**src/rtl/sha_auth_loader.sv**
```systemverilog
// sha_auth_loader: streams key/digest words into the SHA-256 auth wrapper, fires it,
// samples the match flag after a fixed latency, scrubs the key and reports with lockout.
module sha_auth_loader #(
   parameter int MAX_ATTEMPTS = 3,
   parameter int WAIT_CYCLES  = 80,
   parameter int CNT_W        = 8
) (
   input  logic        clk,
   input  logic        reset_n,
   input  logic        start,
   input  logic [31:0] s_data,
   input  logic        s_valid,
   output logic        s_ready,
   output logic        sha_cs,
   output logic        sha_we,
   output logic        sha_wc,
   output logic [2:0]  sha_addr,
   output logic [31:0] sha_wdata,
   input  logic        sha_digest_valid,
   output logic        busy,
   output logic        auth_done,
   output logic        auth_pass,
   output logic        locked,
   output logic [1:0]  fail_count
);
   typedef enum logic [2:0] {IDLE, LOAD_BLK, LOAD_DIG, FIRE, WAIT, SCRUB, REPORT, LOCK} state_t;
   state_t           r_state, w_next;
   logic [2:0]       r_idx;
   logic [CNT_W-1:0] r_wait;
   logic             r_result;
   logic             w_hs, w_wr;
   logic [1:0]       w_fail_inc;
   assign w_hs       = s_valid & s_ready;
   assign w_wr       = w_hs | (r_state == SCRUB);
   assign w_fail_inc = fail_count + 2'd1;
   always_ff @(posedge clk or negedge reset_n)
      if (!reset_n) r_state <= IDLE;
      else          r_state <= w_next;
   // FIRE spends two cycles so the last digest write has landed before sha_cs
   always_comb begin
      w_next = r_state;
      case (r_state)
         IDLE:     if (start) w_next = LOAD_BLK;
         LOAD_BLK: if (w_hs && r_idx == 3'd7) w_next = LOAD_DIG;
         LOAD_DIG: if (w_hs && r_idx == 3'd7) w_next = FIRE;
         FIRE:     if (r_idx[0]) w_next = WAIT;
         WAIT:     if (r_wait == '0) w_next = SCRUB;
         SCRUB:    if (r_idx == 3'd7) w_next = REPORT;
         REPORT:   w_next = (!r_result && w_fail_inc == 2'(MAX_ATTEMPTS)) ? LOCK : IDLE;
         default:  ;
      endcase
   end
   always_comb begin
      s_ready = (r_state == LOAD_BLK) || (r_state == LOAD_DIG);
      busy    = (r_state != IDLE) && (r_state != LOCK);
      locked  = (r_state == LOCK);
   end
   always_ff @(posedge clk or negedge reset_n)
      if (!reset_n) begin
         sha_cs     <= 1'b0;
         sha_we     <= 1'b0;
         sha_wc     <= 1'b0;
         sha_addr   <= '0;
         sha_wdata  <= '0;
         r_idx      <= '0;
         r_wait     <= '0;
         r_result   <= 1'b0;
         auth_done  <= 1'b0;
         auth_pass  <= 1'b0;
         fail_count <= '0;
      end else begin
         sha_we <= w_wr;
         if (w_wr) begin
            sha_wc    <= r_state != LOAD_DIG;
            sha_addr  <= r_idx;
            sha_wdata <= (r_state == SCRUB) ? '0 : s_data;
         end
         sha_cs <= (r_state == FIRE) && r_idx[0];
         r_idx  <= (r_state == IDLE || r_state == WAIT) ? '0 :
                   (w_hs || r_state == FIRE || r_state == SCRUB) ? r_idx + 3'd1 : r_idx;
         r_wait <= (r_state == FIRE) ? CNT_W'(WAIT_CYCLES - 1) :
                   (r_state == WAIT) ? r_wait - CNT_W'(1) : r_wait;
         if (r_state == WAIT && r_wait == '0) r_result <= sha_digest_valid;
         auth_done <= (r_state == REPORT);
         if (r_state == IDLE && start) auth_pass <= 1'b0;
         else if (r_state == REPORT)   auth_pass <= r_result;
         if (r_state == REPORT) fail_count <= r_result ? 2'd0 : w_fail_inc;
      end
endmodule
```
**config.mk**
```make
export PLATFORM = sky130hd
export DESIGN_NAME = sha_auth_loader
export DESIGN_NICKNAME = d
export VERILOG_FILES = /design/src/rtl/sha_auth_loader.sv
export SDC_FILE = /design/constraint.sdc
export NUM_CORES = 1
export LEC_CHECK = 0
export BUFFER_PORTS_ARGS = -buffer_cell sky130_fd_sc_hd__buf_2
export CORE_ASPECT_RATIO = 2
export CORE_MARGIN = 3
export CORE_UTILIZATION = 50
export DETAILED_ROUTE_END_ITERATION = 8
export PLACE_DENSITY = 0.79
export SYNTH_ARGS = -nofsm -noshare
export SYNTH_HDL_FRONTEND = slang
export SYNTH_SLANG_ARGS = --single-unit
```
**constraint.sdc**
```tcl
create_clock -name clk -period 2.5 [get_ports clk]
set_clock_uncertainty 0.15 [all_clocks]
set_input_delay 0.125 -clock clk [delete_from_list [all_inputs] [get_ports clk]]
set_output_delay 0.125 -clock clk [all_outputs]
set_load 0.02 [all_outputs]
```
# Word-level counts from Yosys, hierarchy flattened
# Index checks and enable logic that the tools add are counted.
[totals]
regBits = 57
inputBits = 37
out_inout_bits = 45
wordCells = 69
[classes]
add_sub_neg = 3
eq_ne = 17
n_mux = 16
n_bitwise = 2
reduce_logical = 19
[ops]
columns = ["operator", "n"]
rows = [
  ["$mux 32", 1],
  ["$mux 3", 9],
  ["$pmux 3 s7", 1],
  ["$mux 8", 2],
  ["$eq 3x3->1 const B", 5],
  ["$ne 2x2->1 const B", 5],
  ["$logic_not 8->1", 1],
  ["$sub 8x1->8 const B", 1],
  ["$reduce_and 7->1", 1],
  ["$reduce_bool 7->1", 1],
  ["$eq 3x2->1 const B", 2],
  ["$logic_and 1x1->1", 6],
  ["$reduce_bool 2->1", 3],
  ["$logic_or 1x1->1", 4],
  ["$add 3x1->3 const B", 1],
  ["$eq 3x1->1 const B", 1],
  ["$logic_not 3->1", 1],
  ["$ne 3x2->1 const B", 1],
  ["$ne 3x3->1 const B", 1],
  ["$reduce_bool 3->1", 1],
  ["$add 2x1->2 const B", 1],
  ["$eq 2x2->1 const B", 1],
  ["$mux 1", 2],
  ["$mux 2", 1],
  ["4 further kinds", 4],
]

# Logic depth before layout (Yosys ltp)
[depth]
word_depth = 7
ltp_mapped = 7
mapped_depth_nobuf = 7

# Worst setup path after synthesis
# Ideal clock, no wire load.
[synth_timing]
path_type = "reg-to-reg"
startpoint = "register r_wait[4]"
endpoint = "register r_state[0]"
setup_ps = 65
arrival_time_ps = 1721
required_ps = 2285
setup_slack_ps = 564
path_stages_with_launch = 6
path_buffers = 0
period_less_slack_ps = 1936
cell_sequence = "dfrtp_1 -> or4_4 -> nor4b_4 -> nor2b_1 -> a2111oi_2 -> o21a_1"
[synth_via]
elab_chain_cells = 3
[synth_rtl]
columns = ["item", "line", "rtl"]
rows = [
  ["start, declared", "29", "logic [CNT_W-1:0] r_wait;"],
  ["start signal, assigned", "81", "r_wait <= (r_state == FIRE) ? CNT_W'(WAIT_CYCLES - 1) :"],
  ["$logic_not 8->1", "47", "WAIT: if (r_wait == '0) w_next = SCRUB;"],
  ["$ne 2x2->1 (no line)", "n/a", ""],
  ["$reduce_and 7->1 (no line)", "n/a", ""],
  ["end signal, assigned", "38", "else r_state <= w_next;"],
  ["end, declared", "27", "state_t r_state, w_next;"],
]
# No other way between the ends.
# A chain may end at the register's enable or synchronous reset.

# Worst setup path after layout
[layout_timing]
startpoint = "register r_state[1]"
endpoint = "register sha_wdata[11]"
[layout_via]
elab_chain_cells = 4
elab_cells_between_ends = 7
classes_between = "eq/ne (3); mux (1); bitwise (2); reduce/logical (1)"
[layout_rtl]
columns = ["item", "line", "rtl"]
rows = [
  ["$eq 3x1->1 or $eq 3x2->1 (tied branches)", "54", "s_ready = (r_state == LOAD_BLK) || (r_state == LOAD_DIG);"],
  ["$logic_or 1x1->1", "54", ""],
  ["$and 1x1->1", "33", "assign w_hs = s_valid & s_ready;"],
  ["$or 1x1->1", "34", "assign w_wr = w_hs | (r_state == SCRUB);"],
  ["end signal, assigned", "76", "sha_wdata <= (r_state == SCRUB) ? '0 : s_data;"],
  ["end, declared", "18", "output logic [31:0] sha_wdata,"],
]
# Several ways; a longest one is shown, not always the timed one.

==> impl_results.md <==
- Status: complete, no violations
- Cells after Synth: 218
- Placed instance count: between 300 and 400
- Synth top area share: between 50% and 60%
- Post_cts resized: 0
- Overall die width: 55.9 um
- Routed len/inst: 17.1 um
- Reg2reg setup slack: 270 ps
- Starting Density: 52.6%
- Max Root-Sink Buffers: 2
- Vias in the first global route: 2321
- CP endpoint kind: flip-flop
- Final #Nets: 380
- Die Y: between 100 and 150 um
- Worst EP required: approximately 2600 ps
- Worst EP arrival: 2340 ps
- TritonCTS Buffers: 9
- HP Class: primary input to async pin
- Crit share post-route: between 80% and 90%
- CP Max Fanout: 32
- Residual DRC count: 0
- IO buf count: 81
- Router iterations before antenna repair: 6
- Reg-to-Reg Start: r_state[1]
- Skew-Pair Late Insertion Delay: 340 ps
- Syn Area/Cell: about 11 um2
- # IOs: 82
- Critical setup path kind: flip-flop to flip-flop
- Fin. max-slew vios: 0
- Final hold slack: 53.4 ps
- Total track usage: 24.4%
- Final setup TNS: 0 ps
- Via-per-instance ratio: 5.69
- Fin crit period: 2230 ps
- Worst Setup SP: r_state[1]
- Total grt overflow: 0
- H-tree depth: 3
- Post-synth ARST share: 100%
- Worst slew margin: 25.7%
- DIE AREA: 0.00591 mm2
- Layout cells sized above 1: about a third
- Cells on worst reg2reg path: 4
- Fmax: between 400 and 500 MHz
- #FFs+latches synth: between 50 and 60
- Clk root buf: clkbuf_8
- Synth area leaders: dfrtp_1, a22o_1, ha_1, o21ai_0, nor2_1
- Power density over the cells: 1320 mW/mm2
- Post-route insts no fill: roughly 400
- CTS tree: built
- CP endpoint: sha_wdata[11]
- Rows: 35
- HPWL Detailed: 4170 um
- Area Overhead vs Synth: 43.0%
- Design Area, Final: 0.00356 mm2
- Total clock sinks: 57
- Fin. Hold Viols: 0
- Clk slew on worst S/H paths: 70 ps
- Count of cell types in the netlist: 39
- EDFF count, synth: 0
- Aggregate routed wire length: 6790 um
- Ant. Diodes: 0
- Via Count: 2264
- Number of DRC markers in iteration 0: 72
- Largest net degree at the start of global routing: 45
- First-pass GRT wire length: 11100 um
- Post-route ant nets: 0
- Most used DFF post-synth: dfrtp_1
- Initial antenna violation count: 0
- Placed cell areas: just under 0.003 mm2
- Type of origin of the critical path: flip-flop
- Yosys top cell by area: dfrtp_1
- Unrepaired setup endpoints after global routing: no
- Lkg Pwr: between 0.0015 and 0.002 uW
- Core box area: 0.00473 mm2
- Max-Cap Viols: 0
- Gpl congestion: 0.820
- Worst-Margin Slew: 1110 ps
- YS warnings: 0
- R2R Path End: sha_wdata[11]
- Sequential area share after synthesis: 57.3%
- Post-CTS Repair Setup Buffers: 0
- # setup viols final: 0
- Max VDD drop: about 1.0 mV
- Netlist Area Pre-Place: 0.00249 mm2
- Syn nets: between 200 and 300
## layer usage
metal,vias to the layer above,part of all wire (%),global-route usage [%]
li1,1037,-,-
met1,1104,36,25.1
met2,91,53,42.2
met3,32,5.3,5.88
met4,0,5.3,17.0
met5,-,0,0
## through the flow
step / power, uW / util (%) / setup WS [ps]
floorplan: 2930 / - / 564
global placement: 3490 / 62.7 / 408
detailed placement: 3570 / 62.7 / 307
CTS: 4690 / 75.3 / 287
global route: 5000 / 75.3 / 107
finish: 4700 / 75.3 / 270
## state kept, by name, summed over array words and instances, names as in the netlist
signal / flops
auth_done: 1
auth_pass: 1
fail_count: 2
r_idx: 3
r_result: 1
r_state: 3
r_wait: 8
sha_addr: 3
sha_cs: 1
sha_wc: 1
sha_wdata: 32
sha_we: 1
## critical path, stage by stage, from the launching register on
cell	delay, ps
dfrtp_1	520
xnor2_1	180
nor2_1	140
and2_1	890
a22o_1	280
## layout by cell type, fill, tap and decap left out, types with 2 or more instances in the layout
master / instances
o22ai_1: 4
xnor2_1: 2
a22o_1: 32
o21ai_0: 12
buf_4: 9
nor3_1: 3
or3_1: 2
xor2_1: 2
buf_2: 81
a21oi_1: 8
mux2_2: 2
ha_1: 5
a2111oi_2: 2
dfrtp_1: 57
dlygate4sd3_1: 35
nor2_1: 16
nand2b_1: 3
inv_1: 9
bufinv_16: 3
o41ai_1: 3
nor2b_1: 5
nand2_1: 13
a211oi_1: 4
nand3_1: 2
clkbuf_8: 10
## area by class of cell
class / count / area [um2]
flip-flops and latches: 57 / 1430
fillers: 316 / 1170
multi-input cells: 136 / 963
repair buffers: 125 / 823
clock buffers: 11 / 141
clock inverters: 5 / 103
well taps: 55 / 68.8
inverters: 9 / 33.8
## how the worst min path moves through the flow
| stage | startpoint | endpoint | slack [ps] | cells after the start |
|---|---|---|---|---|
| after global placement | reset_n | sha_wdata[4] | -120 | 1 |
| after CTS | reset_n | sha_wdata[3] | 50 | 2 |
| after floorplan | reset_n | auth_done | -320 | 0 |
| after global routing | reset_n | sha_wdata[26] | 70 | 2 |
| final | reset_n | sha_wdata[26] | 50 | 2 |
| after detailed placement | reset_n | sha_wdata[3] | -120 | 1 |
## cell families after synthesis
group	Yosys count	synth area share, %
XOR/XNOR	4	1.41
flip-flops	57	57.3
multiplexers	3	1.36
adder cells (fa/ha/maj)	5	2.51
AO/OA/AOI/OAI	72	22.3
buffers and inverters	25	4.02
AND/OR/NAND/NOR	52	11.2
## synthesized netlist by cell type (2+ instances only)
| cell | instances |
|---|---|
| nand2b_1 | 3 |
| nor2_1 | 16 |
| clkbuf_1 | 10 |
| ha_1 | 5 |
| buf_2 | 5 |
| nor2b_1 | 5 |
| nor3_1 | 3 |
| o22ai_1 | 4 |
| xor2_1 | 2 |
| nand3_1 | 2 |
| a22o_1 | 32 |
| a211oi_1 | 4 |
| nand2_1 | 13 |
| a21oi_1 | 8 |
| o41ai_1 | 3 |
| a2111oi_2 | 2 |
| xnor2_1 | 2 |
| dfrtp_1 | 57 |
| mux2_2 | 2 |
| o21ai_0 | 12 |
| or3_1 | 2 |
| inv_1 | 9 |
## what timing repair did
| action | in CTS | in global routing |
|---|---|---|
| endpoints found under the hold margin | 47 | 0 |
| hold buffers | 35 | 0 |
| endpoints found under the setup margin | 0 | 0 |
## report_power, final
| part | switching [uW] | total (uW) | internal (uW) |
|---|---|---|---|
| registers | 263 | 1540 | 1280 |
| clock network | 363 | 1050 | 687 |
| logic | 1240 | 2110 | 867 |
(Power assumes the default switching activity.)
